[config.mk]
export PLATFORM = sky130hd
export DESIGN_NAME = move_cmd_arbiter
export DESIGN_NICKNAME = d
export VERILOG_FILES = /design/src/rtl/move_cmd_arbiter.sv
export SDC_FILE = /design/constraint.sdc
export NUM_CORES = 1
export LEC_CHECK = 0
export CAP_MARGIN = 20
export CORE_ASPECT_RATIO = 1.2
export CORE_UTILIZATION = 40
export DETAILED_ROUTE_END_ITERATION = 8
export PLACE_DENSITY_LB_ADDON = 0.2
export SYNTH_ARGS = -nofsm -noshare
export SYNTH_HDL_FRONTEND = slang
export SYNTH_SLANG_ARGS = --single-unit
[constraint.sdc]
create_clock -name clk -period 2.8 [get_ports clk]
set_input_delay 0.42 -clock clk [delete_from_list [all_inputs] [get_ports clk]]
set_output_delay 0.42 -clock clk [all_outputs]
set_load 0.01 [all_outputs]
[src/rtl/move_cmd_arbiter.sv]
// move_cmd_arbiter: merges up/down movement requests from the board push buttons and the
// PS2 arrow-key flags into a single paced move-strobe stream for the pixel generator.
//
// Parameters
//   DEBOUNCE_CYCLES  consecutive disagreeing samples before a button level flips
//   HOLD_FRAMES      frame ticks from the first strobe to the first repeat strobe (>= 1)
//   REPEAT_FRAMES    frame ticks between repeat strobes (>= 1)
//   KB_PRIORITY      1: keyboard wins a simultaneous request from idle, 0: buttons win
//
// Ports
//   clk         system clock
//   reset       synchronous, active-high
//   btn_up      raw push button (asynchronous)
//   btn_down    raw push button (asynchronous)
//   kb_up       PS2 up-arrow held flag (asynchronous level)
//   kb_down     PS2 down-arrow held flag (asynchronous level)
//   frame_tick  one-cycle pulse per video frame
//   move_up     one-cycle strobe, move paddle up
//   move_down   one-cycle strobe, move paddle down
//   owner       00 none, 01 buttons, 10 keyboard
module move_cmd_arbiter #(
  parameter int unsigned DEBOUNCE_CYCLES = 1000000,
  parameter int unsigned HOLD_FRAMES     = 15,
  parameter int unsigned REPEAT_FRAMES   = 2,
  parameter bit          KB_PRIORITY     = 1'b1
) (
  input  logic       clk,
  input  logic       reset,
  input  logic       btn_up,
  input  logic       btn_down,
  input  logic       kb_up,
  input  logic       kb_down,
  input  logic       frame_tick,
  output logic       move_up,
  output logic       move_down,
  output logic [1:0] owner
);

  localparam int unsigned CNT_W  = $clog2(DEBOUNCE_CYCLES) + 1;
  localparam int unsigned WMAX   = (HOLD_FRAMES > REPEAT_FRAMES) ? HOLD_FRAMES : REPEAT_FRAMES;
  localparam int unsigned WCNT_W = $clog2(WMAX) + 1;

  // The counter value at which the next disagreeing sample is the DEBOUNCE_CYCLES-th one.
  localparam logic [CNT_W-1:0]  DbLast     = CNT_W'(DEBOUNCE_CYCLES - 1);
  localparam logic [WCNT_W-1:0] HoldLoad   = WCNT_W'(HOLD_FRAMES - 1);
  localparam logic [WCNT_W-1:0] RepeatLoad = WCNT_W'(REPEAT_FRAMES - 1);

  typedef enum logic [1:0] {
    StIdle = 2'b00,
    StBtn  = 2'b01,
    StKb   = 2'b10
  } state_e;

  typedef enum logic [1:0] {
    DirNone = 2'b00,
    DirUp   = 2'b01,
    DirDown = 2'b10
  } dir_e;

  function automatic dir_e decode_dir(input logic up, input logic down);
    if (up && !down) begin
      return DirUp;
    end else if (down && !up) begin
      return DirDown;
    end else begin
      return DirNone;
    end
  endfunction

  // Bit order: {kb_down, kb_up, btn_down, btn_up}
  logic [3:0] raw;
  logic [3:0] sync1_q, sync2_q;

  logic [1:0]       btn_lvl_q, btn_lvl_d;
  logic [CNT_W-1:0] db_cnt_q [2];
  logic [CNT_W-1:0] db_cnt_d [2];

  state_e            state_q, state_d;
  dir_e              dir_q, dir_d;
  logic [WCNT_W-1:0] wcnt_q, wcnt_d;
  logic              first_q, first_d;
  logic              move_up_q, move_up_d;
  logic              move_down_q, move_down_d;

  dir_e              btn_dir, kb_dir, own_dir;
  logic              btn_act, kb_act, own_act;
  logic [WCNT_W-1:0] wcnt_cur;
  logic              first_cur;

  assign raw = {kb_down, kb_up, btn_down, btn_up};

  always_ff @(posedge clk) begin
    if (reset) begin
      sync1_q <= '0;
      sync2_q <= '0;
    end else begin
      sync1_q <= raw;
      sync2_q <= sync1_q;
    end
  end

  // Debounce: count consecutive samples that disagree with the current level; any agreeing
  // sample restarts the count.
  always_comb begin
    btn_lvl_d = btn_lvl_q;
    for (int i = 0; i < 2; i++) begin
      db_cnt_d[i] = '0;
      if (sync2_q[i] != btn_lvl_q[i]) begin
        if (db_cnt_q[i] == DbLast) begin
          btn_lvl_d[i] = sync2_q[i];
        end else begin
          db_cnt_d[i] = db_cnt_q[i] + 1'b1;
        end
      end
    end
  end

  always_ff @(posedge clk) begin
    if (reset) begin
      btn_lvl_q <= '0;
      for (int i = 0; i < 2; i++) begin
        db_cnt_q[i] <= '0;
      end
    end else begin
      btn_lvl_q <= btn_lvl_d;
      for (int i = 0; i < 2; i++) begin
        db_cnt_q[i] <= db_cnt_d[i];
      end
    end
  end

  assign btn_dir = decode_dir(btn_lvl_q[0], btn_lvl_q[1]);
  assign kb_dir  = decode_dir(sync2_q[2], sync2_q[3]);
  assign btn_act = btn_lvl_q[0] | btn_lvl_q[1];
  assign kb_act  = sync2_q[2] | sync2_q[3];

  always_comb begin
    own_dir = DirNone;
    own_act = 1'b0;
    if (state_q == StBtn) begin
      own_dir = btn_dir;
      own_act = btn_act;
    end else if (state_q == StKb) begin
      own_dir = kb_dir;
      own_act = kb_act;
    end
  end

  always_comb begin
    state_d     = state_q;
    dir_d       = dir_q;
    wcnt_d      = wcnt_q;
    first_d     = first_q;
    move_up_d   = 1'b0;
    move_down_d = 1'b0;
    wcnt_cur    = wcnt_q;
    first_cur   = first_q;

    unique case (state_q)
      StIdle: begin
        // A tick in the grant cycle never strobes; pacing starts fresh in the owned state.
        wcnt_d  = '0;
        first_d = 1'b1;
        if (kb_act && (!btn_act || KB_PRIORITY)) begin
          state_d = StKb;
          dir_d   = kb_dir;
        end else if (btn_act) begin
          state_d = StBtn;
          dir_d   = btn_dir;
        end
      end

      StBtn, StKb: begin
        if (!own_act) begin
          state_d = StIdle;
        end else begin
          // A direction change (including into or out of cancel) restarts pacing, and a tick
          // in the same cycle already sees the restarted pacing.
          if (own_dir != dir_q) begin
            wcnt_cur  = '0;
            first_cur = 1'b1;
          end
          dir_d   = own_dir;
          wcnt_d  = wcnt_cur;
          first_d = first_cur;
          if (frame_tick && (own_dir != DirNone)) begin
            if (wcnt_cur == '0) begin
              move_up_d   = (own_dir == DirUp);
              move_down_d = (own_dir == DirDown);
              wcnt_d      = first_cur ? HoldLoad : RepeatLoad;
              first_d     = 1'b0;
            end else begin
              wcnt_d = wcnt_cur - 1'b1;
            end
          end
        end
      end

      default: begin
        state_d = StIdle;
      end
    endcase
  end

  always_ff @(posedge clk) begin
    if (reset) begin
      state_q     <= StIdle;
      dir_q       <= DirNone;
      wcnt_q      <= '0;
      first_q     <= 1'b1;
      move_up_q   <= 1'b0;
      move_down_q <= 1'b0;
    end else begin
      state_q     <= state_d;
      dir_q       <= dir_d;
      wcnt_q      <= wcnt_d;
      first_q     <= first_d;
      move_up_q   <= move_up_d;
      move_down_q <= move_down_d;
    end
  end

  assign move_up   = move_up_q;
  assign move_down = move_down_q;
  assign owner     = state_q;

endmodule
### Word-level counts from Yosys, hierarchy flattened

Memory sizes are Yosys's and may differ from the RTL's.
Cells that the tools add are included.

| storage, ports and cells | value |
|---|---|
| output and inout port bits | 4 |
| RAM bits | 42 |
| latch bits | 0 |
| memories | 1 |
| logic and storage cells | 94 |
| register bits after elaboration | 22 |
| bits in read-only memories | 0 |

| cells by class | value |
|---|---|
| muxes and demuxes | 40 |
| reductions and logical operators | 20 |
| divide/modulo/power cells | 0 |
| $mul | 0 |
| bitwise gates (word level) | 8 |
| add/sub/neg operators | 3 |
| $lt $le $gt $ge | 0 |
| eq/ne operators | 12 |
| shift operators | 0 |

Memory list:

| memory | depth | bits a word | read ports | clocked after Yosys merged registers in | write ports | line | text |
|---|---|---|---|---|---|---|---|
| db_cnt_q | 2 | 21 | 2 | 0 | 2 | 75 | `logic [CNT_W-1:0] db_cnt_q [2];` |

Operator list:

| kind | count |
|---|---|
| two-way mux 21 bit | 6 |
| adder 21 x 1 -> 21 bit, second input constant | 2 |
| == test 21 x 20 -> 1 bit, second input constant | 2 |
| two-way mux 5 bit | 6 |
| two-way mux 2 bit | 12 |
| two-way mux 1 bit | 11 |
| one-hot mux 5 bit (2 select lines) | 1 |
| one-hot mux 2 bit (2 select lines) | 2 |
| AND reduction 2 bit | 4 |
| logical AND 1 bit | 5 |
| zero test 5 bit | 1 |
| OR reduction 5 bit | 1 |
| subtractor 5 x 1 -> 5 bit, second input constant | 1 |
| == test 2 x 1 -> 1 bit, second input constant | 2 |
| == test 2 bit, second input constant | 2 |
| zero test 1 bit | 4 |
| two-way mux 4 bit | 1 |
| != test 2 bit, second input constant | 2 |
| inverter 1 bit | 4 |
| bitwise OR 1 bit | 4 |
| nonzero test 2 bit | 2 |
| != test 3 bit, second input constant | 1 |
| AND reduction 3 bit | 1 |
| zero test 2 bit | 1 |
| 4 further kinds | 5 |

### Depth between registers and ports, before layout

| logic depth | value |
|---|---|
| depth after elaboration | 15 |
| gate-level depth with buffers | 14 |

### Least setup slack after synthesis

OpenSTA, ideal clock, no wires.

| timing | value |
|---|---|
| kind | register to register |
| from | reg state_q[0] (netlist: owner[0]) |
| to | reg wcnt_q[3] |
| data arrival time | 2.965 ns |
| cell stages (with the launch flop) | 15 |
| period minus slack after synthesis | 3.082 ns |
| data required time | 2.683 ns |
| setup slack | -0.282 ns |
| buffers on the path | 1 |
| setup time | 0.117 ns |
| cell sequence | dfxtp_1 > inv_1 > ha_1 > and4bb_1 > or3_1 > and4_4 > buf_6 > nand2_1 > ha_1 > or4b_1 > nor2_2 > a31o_2 > nand2_1 > a31o_1 > a32o_1 |

| between the ends | value |
|---|---|
| word-level cells in the longest chain between the ends | 12 |
| elaborated cells between the ends (all ways) | 27 |

RTL lines:

| element | line | text |
|---|---|---|
| start: declaration | 78 | `state_e state_q, state_d;` |
| start signal: assignment | 207 | `state_q <= StIdle;` |
| start signal: assignment | 214 | `state_q <= state_d;` |
| == test 2 bit | 143, 159 |  |
| two-way mux 2 bit | 143 | `end else if (state_q == StKb) begin` |
| two-way mux 2 bit | 140 | `if (state_q == StBtn) begin` |
| != test 2 bit | 179 | `if (own_dir != dir_q) begin` |
| two-way mux 5 bit / two-way mux 1 bit (equally long branches) | 179 |  |
| two-way mux 5 bit / two-way mux 1 bit (equally long branches) | 174 | `if (!own_act) begin` |
| two-way mux 5 bit / two-way mux 1 bit (equally long branches) | 159 | `unique case (state_q)` |
| subtractor 5 x 1 -> 5 bit (tied with other cells) | 193 | `wcnt_d = wcnt_cur - 1'b1;` |
| two-way mux 5 bit | 187 | `if (wcnt_cur == '0) begin` |
| two-way mux 5 bit | 186 | `if (frame_tick && (own_dir != DirNone)) begin` |
| two-way mux 5 bit | 174 |  |
| one-hot mux 5 bit (2 select lines) | 159 |  |
| end signal: assignment | 216 | `wcnt_q <= wcnt_d;` |
| end: declaration | 80 | `logic [WCNT_W-1:0] wcnt_q, wcnt_d;` |

Several ways; a longest one is shown, not always the timed one. The select of a mux whose other input is x is not followed.
A chain may end at the register's enable or synchronous reset.

### Worst setup path after layout

| timing | value |
|---|---|
| from | reg state_q[1] (netlist: owner[1]) |
| to | reg wcnt_q[3] |

Same word-level chain as after synthesis.

==> run metrics <==
Antenna diodes=0; nets@finish=392; Multi-input gate area=1679 um^2; fill cell count=716; net switching power=391.0 uW; Seq/Total Area, Yosys=42.99%; clock-pin transition on the worst setup and hold timing paths=60 ps; area added between synthesis and finish=17.63%; Die Outline Area=7801 um^2; Reg area=1289 um^2; met1 Usage GRT=19.76%; placed cells=455; Sw Ratio=23.05%; CP Data Required Time=3020 ps; busiest grt layer=met2; average wire per standard cell=12.11 um; asr flop ratio synth=0%; DRC errors left=0; Final Setup Violations=0; Min-Delay Path Class=flop to flop; vias post-DR=2409; crit-path cells=inv_4 -> ha_4 -> and4bb_1 -> or3_4 -> and4_4 -> nand2_4 -> ha_4 -> or4b_4 -> nor2_4 -> a31o_4 -> nand2_1 -> a31o_1 -> a32o_1; Mapped Area=2980 um^2; Worst-Margin Slew=706.5 ps; Crit Path Category=flop to flop; port bufs=10; top cells by area, synth=dfxtp_1 (43%), nor2_1 (8.1%), xor2_1 (6.8%), xnor2_1 (5.6%), nand2_1 (3.3%); CP most frequent cell=ha_4; largest net degree at the start of global routing=22; Synth Net Count=366; maxcap violations=0; vias in the first global route=2277; reg-to-reg startpoint=owner[1]$_SDFFE_PP0P_; worst skew pair latency=330 ps; clock buffer depth=2; Flop pwr share=54.8%; status=completed; CP max-delay cell=or4b_4; Top Family by Delay on Critical Path=simple AND/OR/NAND/NOR gates; Seq cells post-synth=64; crit path max fanout=5; Slew headroom=52.90%; top cell type by total area after synthesis=dfxtp_1; WL final=5706 um; area share of the largest cell type after synthesis=42.99%; Worst Setup End Kind=flop; ANT nets after route=0; Overall Global Routing Usage=16.76%; Tcrit/Tclk final=99.96%; Placement Cell Area=3314 um^2; Row Count=34; routability cong.=0.8994; met3 Resource Use GR=3.662%; Top-Level Pins=11; gr ovfl total=0; CTS tree=done; Vias per Instance=5.115; initial core utilization=41.21%; # hold bufs at CTS=0; Final Hold Vio Count=0; Synth cell types=46; origin of the worst setup path=owner[1]$_SDFFE_PP0P_; fraction of layout instances using a drive strength above 1=12.34%; first-pass GRT wire length=9956 um; Cells after Synth=353; Final Critical Period=2799 ps; Worst VDD drop=0.0003667 V; RSZ-0062 raised after global routing=true; Non-Filler Instances=471; post-layout power=1696 uW; CTS Root Buffer Type=clkbuf_8; Clk pwr share=37.9%; Critical Path AT=3020 ps; CP Buf/Inv Count=1; Clock Skews=6.686 ps; startpoint types=flop; initial antenna violation count=0; HPWL Detailed=4122 um; TritonRoute pass-1 iters=4; Final Max Tran Viols=0; Int Power=1305 uW; met2 Usage GRT=28.04%; Comb pwr share=7.3%; Static Leak=0.001210 uW; Slowest Stage Delay on Critical Path=480 ps; syn_area_per_cell=8.443 um^2; die span in y=96.56 um; Die W=80.80 um; CTS Sinks=64; Placeable Area=7232 um^2; H-tree Lvls=3; Hold Crit Start=sync1_q[2]$_SDFF_PP0_; DRT iter0 DRCs=150; cts bufs inserted=9; Power Density=483.8 nW/um^2; Synth warnings=0; post-route cell area=3506 um^2; Main synth FF type=dfxtp_1; Post-synth EDFFs=0; f_max=0.3573 GHz
## power groups by stage
stage | logic [uW] | registers (uW) | clock network, uW
2_1_floorplan | 84.4 | 949 | 0
3_3_place_gp | 119 | 948 | 0
3_5_place_dp | 121 | 949 | 0
4_1_cts | 125 | 928 | 669
5_1_grt | 137 | 929 | 708
6_report | 125 | 929 | 643
## timing repair
action / CTS / global route
cloned: 0 / 0
pin swaps: 4 / 4
gates resized for setup: 1 / 3
endpoints found under the setup margin: 2 / 3
setup buffers: 2 / 1
## cell usage after synthesis, drive strengths merged (5+ instances only)
master	count
and3	7
nor4	5
xnor2	19
ha	6
nor2	65
inv	11
dfxtp	64
a21oi	9
xor2	23
nand3	16
nand4	12
o21ai	11
nor3	16
clkbuf	6
nand2	26
buf	6
nor2b	12
## metal layers
layer	share of wire (%)	vias to the layer above
met2	47	34
met4	2.7	0
met3	2.5	14
met1	48	1113
met5	0	-
li1	-	1248
## registers in the layout, summed over array words and instances (netlist names)
| signal | count |
|---|---|
| db_cnt_q | 42 |
| wcnt_q | 5 |
| sync1_q | 4 |
| sync2_q | 4 |
| btn_lvl_q | 2 |
| dir_q | 2 |
| owner | 2 |
| first_q | 1 |
| move_down | 1 |
| move_up | 1 |
## worst register-to-register path, delay by kind of cell, from the launching register on
kind | cells | cell delay [ps]
and+or+nand+nor | 7 | 1550
adders and majority gates | 2 | 260
buffers and inverters | 1 | 60
AOI/OAI and AO/OA | 3 | 450
DFF | 1 | 370
## kinds of logic after synthesis
group | count (synthesis) | share of synthesized area (%)
simple gates | 181 | 30.56
flops | 64 | 42.99
xor+xnor | 42 | 12.34
compound gates | 35 | 7.599
buf+inv | 23 | 3.316
fa+ha+maj | 6 | 2.519
mux | 2 | 0.6717
## layout make-up
class / instances / share of cell area, %
clock inverter: 2 / 0.2855
tap: 90 / 3.212
timing repair buffer: 27 / 6.495
sequential: 64 / 36.76
clock buffer: 11 / 4.033
multi-input combinational: 266 / 47.89
inverter: 11 / 1.320
## per-stage QoR
stage	utilization [%]	hold WS [ps]	setup TNS [ps]	setup slack [ps]
final	48.48	437.7	0	1.217
after global routing	48.48	449.8	-173.9	-89.87
after CTS	48.20	444.6	0	8.804
after detailed placement	45.83	428.9	-27.85	-27.85
after global placement	45.83	420.3	0	11.84
after floorplan	-	413.8	-101.4	-101.4
## cells in the final DEF, fill, tap and decap left out, drive strengths merged, types with 12 or more instances in the layout
cell type,n
nor2,65
dfxtp,64
nand2,26
xor2,23
xnor2,19
buf,17
nor3,16
nand3,16
nand4,12
nor2b,12
## worst paths after layout
path                                                to  slack [ps]  cells past startpoint
worst min-delay path             sync2_q[2]$_SDFF_PP0_         440                      1
worst max register to register  wcnt_q[3]$_SDFFE_PP0P_           1                     13
worst max-delay path            wcnt_q[3]$_SDFFE_PP0P_           1                     13
worst min register to register   sync2_q[2]$_SDFF_PP0_         440                      1
Note: power is estimated with default switching activity, not from simulation.
==> variant 1 (same settings) <==
Re-encode `dir_e` (3 values) as one-hot, 3 bits wide.
--- a/src/rtl/move_cmd_arbiter.sv
+++ b/src/rtl/move_cmd_arbiter.sv
@@ -53,6 +53,6 @@
 
-  typedef enum logic [1:0] {
-    DirNone = 2'b00,
-    DirUp   = 2'b01,
-    DirDown = 2'b10
+  typedef enum logic [2:0] {
+    DirNone = 3'b001,
+    DirUp   = 3'b010,
+    DirDown = 3'b100
   } dir_e;
Function: same outputs for any inputs over 10 cycles, from zero or initial values and one cycle with reset high; not proved beyond that.
==> variant 1 against the unedited design <==
Design area rose by 9.2%; setup slack gained 190 ps; power rose by 19%; clock skew rose by 2.9 ps; sequential cell count is 1 higher; synthesized area rose by 13%; critical endpoint is now wcnt_q[0]; highest routed layer unchanged; maximum frequency increased by 7.5%; wire length up 15%; synthesized cell count is 6.5% higher.
==> variant 1: results (changes against the unedited design) <==
Reg2Reg Depth: 11 (-2)
Initial DRC count: 103 (-31%)
Lkg Pwr: 1.30 nW (+7.3%)
Top cells by area, synth: dfxtp_1, nor2_1, xnor2_1, xor2_1, ha_1
Routed via count: 2604 (+8.1%)
Drt total wl: 6560 um (+15%)
GPL Wtd Cong: 0.855 (-4.9%)
CP peak stage delay: 360 ps (-120 ps)
Dpl cell area: 3580 um^2 (+8.2%)
Tightest Pin Transition: 683 ps (-23.0 ps)
Post-Synth XOR/XNOR Area: 0.115 (-0.00884)
Commonest cells in the netlist: dfxtp_1, nor2_1, xnor2_1, nand2_1
First-pass GRT wire length: 11200 um (+12%)
Cell count after placement: 499 (+9.7%)
Worst EP arrival: 2830 ps (-190 ps)
Synth Area in Compound Gates: 0.119 (+0.0431)
Cell chosen for the clock root: clkbuf_8
R2r setup slk: 200 ps (+190 ps)
HPWL after DPL: 4630 um (+12%)
Worst-path clk slew: 70 ps
WL/cell: 12.7 um (+5.0%)
Mux contribution to synthesized area: 0.00595 (-0.000765)
Vias in the first global route: 2414 (+6.0%)
Pin count of the biggest net entering global routing: 22 (unchanged)
Clock skew: 9.62 ps (+2.93 ps)
Outcome: completed
Layout cells sized above 1: 0.134 (+0.0110)
Highest ir drop seen on vdd: 0.000303 V (-17%)
Layout Nets: 416 (+6.1%)
N_diodes: 0 (unchanged)
Synth Net Count: 395 (+7.9%)
Min Hold Slack: 441 ps (+3.14 ps)
Yosys cell types: 62 (+35%)
Mean Syn Cell Area: 8.94 um^2 (+5.9%)
Post-Synth Adder-Cell Area: 0.0446 (+0.0195)
YS warnings: 0 (unchanged)
Slowest-stage cell, CP: dfxtp_2
-- variant 1: changes by cell type in the layout (fill, tap and decap cells not counted), sizes merged, moves of 3 or more --
cell and delta:
xor2 -5, xnor2 +7, a221oi +3, buf -9, nor4 +4, inv +8, o21ai -3, ha +6
nand3 +3, a31oi +3
-- variant 1: routing by layer --
metal / up-vias / GRT usage / routed length, um
li1: 1364 / - / -
met1: 1209 / 0.210 / 3310
met2: 27 / 0.258 / 3040
met3: 4 / 0.0372 / 160
met4: 0 / 0.0692 / 48
met5: - / 0 / 0
-- variant 1: kinds of logic after synthesis --
| kind of cell | after synthesis |
|---|---|
| fa+ha+maj | 12 |
| simple gates | 180 |
| flops | 65 |
| buf+inv | 26 |
| mux | 2 |
| xor+xnor | 44 |
| compound gates | 47 |
-- variant 1: final cells by class --
| class | instances | area, um^2 |
|---|---|---|
| fillers | 780 | 4320 |
| multi-input cells | 285 | 1940 |
| flip-flops and latches | 65 | 1300 |
| repair buffers | 18 | 160 |
| well taps | 114 | 143 |
| clock buffers | 10 | 128 |
| clock inverters | 6 | 90.1 |
| inverters | 18 | 67.6 |
-- variant 1: final timing paths --
check | startpoint | to
max | btn_lvl_q[0] | wcnt_q[0]
min | sync1_q[1] | sync2_q[1]
max reg2reg | btn_lvl_q[0] | wcnt_q[0]
min reg2reg | sync1_q[1] | sync2_q[1]
-- variant 1: metrics by stage --
step	setup slack (ps)	utilization
6_report	196	0.470
5_1_grt	32.0	0.470
4_1_cts	132	0.466
3_5_place_dp	132	0.440
3_3_place_gp	174	0.440
2_1_floorplan	172	-
-- variant 1: repair_timing --
action	CTS	global route
setup endpoints to repair	0	3
gates resized for setup	0	4
buffers inserted	0	1
hold buffers	0	0
-- variant 1: power breakdown --
group | switching (mW) | internal, mW
clock | 0.380 | 0.505
sequential | 0.0127 | 0.937
combinational | 0.0986 | 0.0905
-- variant 1: worst max-delay path: cells and delay by family (launching register included) --
kind            cells  cell delay [ps]
compound gates      3              670
buf+inv             1               90
xor+xnor            1              190
simple gates        4              640
flops               1              360
fa+ha+maj           2              540
==> variant 2 (same flow settings) <==
Without the edit above. `KB_PRIORITY`: 1'b1 -> 1'b0.
--- a/src/rtl/move_cmd_arbiter.sv
+++ b/src/rtl/move_cmd_arbiter.sv
@@ -24,3 +24,3 @@
   parameter int unsigned REPEAT_FRAMES   = 2,
-  parameter bit          KB_PRIORITY     = 1'b1
+  parameter bit          KB_PRIORITY     = 1'b0
 ) (
Check against the original RTL: no difference found for any inputs over 10 cycles, from zero or initial values and one cycle with reset high; that may be too few to reach the edited logic, so the function may still have changed.
==> variant 2 against the unedited design <==
Power rose by 12%; clock power rose by 34%; synthesized area rose by 3.1%; cell count fell by 1.5%; design area fell by 0.57%; combinational power fell by 15%; setup slack improved by 190 ps; sequential share of layout area barely moved; clock skew rose by 3.4 ps; utilization fell by 1.1 points; wire length barely moved; sequential cell count did not move.
==> variant 2: results (changes against the unedited design) <==
Outcome: completed
Vias in the first global route: 2271 (-0.26%)
GPL Wtd Cong: 0.915 (+1.8%)
Drt total wl: 5710 um (about the same)
Commonest cells in the netlist: dfxtp_1, nor2_1, nand2_1, nand3_1, xnor2_1
Layout cells sized above 1: 0.0963 (-0.0271)
CP Max Fanout: 10 (+5)
Worst Hold Path EP: sync2_q[1]
Reg2Reg Depth: 12 (-1)
First-pass GRT wire length: 10100 um (+1.9%)
Post-synthesis sequential area ratio: 0.417 (-0.0130)
Dpl cell area: 3260 um^2 (-1.7%)
Yosys cell types: 54 (+17%)
Top cells by area, synth: dfxtp_1, nor2_1, xnor2_1, xor2_1, nand3_1
Mux contribution to synthesized area: 0.00651 (-0.000202)
Worst EP arrival: 2870 ps (-150 ps)
Dpl ws: 125 ps (+153 ps)
Hold_sp: sync1_q[1]
Post-Synth XOR/XNOR Area: 0.114 (-0.00942)
Tightest Pin Transition: 713 ps (+6.52 ps)
Lkg Pwr: 1.15 nW (-4.6%)
M3 GR Usage: 0.0421 (+0.00544)
Synth Net Count: 368 (+0.55%)
Initial DRC count: 54 (-64%)
Sw frac: 0.227 (-0.00364)
HPWL after DPL: 4030 um (-2.2%)
Fillers: 728 (+1.7%)
## variant 2: layer usage
layer  vias up  part of all wire
met5         -                 0
met4         0             0.019
met3         9             0.033
met2        37              0.46
met1      1128              0.49
li1       1262                 -
## variant 2: cells by family after synthesis
| kind of cell | Yosys count |
|---|---|
| AO/OA/AOI/OAI | 43 |
| XOR/XNOR | 40 |
| adder cells (fa/ha/maj) | 6 |
| buffers and inverters | 26 |
| flip-flops | 64 |
| multiplexers | 2 |
| AND/OR/NAND/NOR | 174 |
## variant 2: how the worst max path moves through the flow
stage / from / end / cells after the start
6_report: owner[1] / wcnt_q[3] / 12
5_1_grt: owner[1] / wcnt_q[3] / 12
2_1_floorplan: owner[1] / wcnt_q[3] / 13
3_3_place_gp: owner[1] / wcnt_q[3] / 12
4_1_cts: owner[1] / wcnt_q[3] / 12
3_5_place_dp: owner[1] / wcnt_q[3] / 12
## variant 2: per-stage QoR
stage	hold slack (ps)	instances	power (mW)
6_report	443	464	1.90
5_1_grt	464	464	1.99
4_1_cts	442	464	1.92
3_5_place_dp	425	448	1.06
3_3_place_gp	420	448	1.05
2_1_floorplan	414	355	1.02
## variant 2: area by class of cell
class	instances	area, um^2	area share
Clock inverter	7	95.1	0.0273
Clock buffer	9	124	0.0355
Tap cell	90	113	0.0323
Timing Repair Buffer	14	130	0.0373
Multi-Input combinational cell	265	1690	0.484
Inverter	15	56.3	0.0162
Sequential cell	64	1280	0.368
## variant 2: worst max-delay path: stages, from the launching register on
cell and delay, ps:
dfxtp_1 360, inv_1 80, ha_2 230, and4bb_2 330, nor3_2 50, nor4_2 360
nand2_1 100, ha_1 240, inv_1 120, or3_4 150, a211oi_1 50, a211o_1 300
a22oi_1 170
## variant 2: power by group through the flow
stage	Clock [mW]	Sequential (mW)	Combinational, mW
after floorplan	0	0.949	0.0764
after global placement	0	0.950	0.103
after detailed placement	0	0.950	0.106
after CTS	0.888	0.929	0.106
after global routing	0.944	0.930	0.116
final	0.862	0.930	0.106
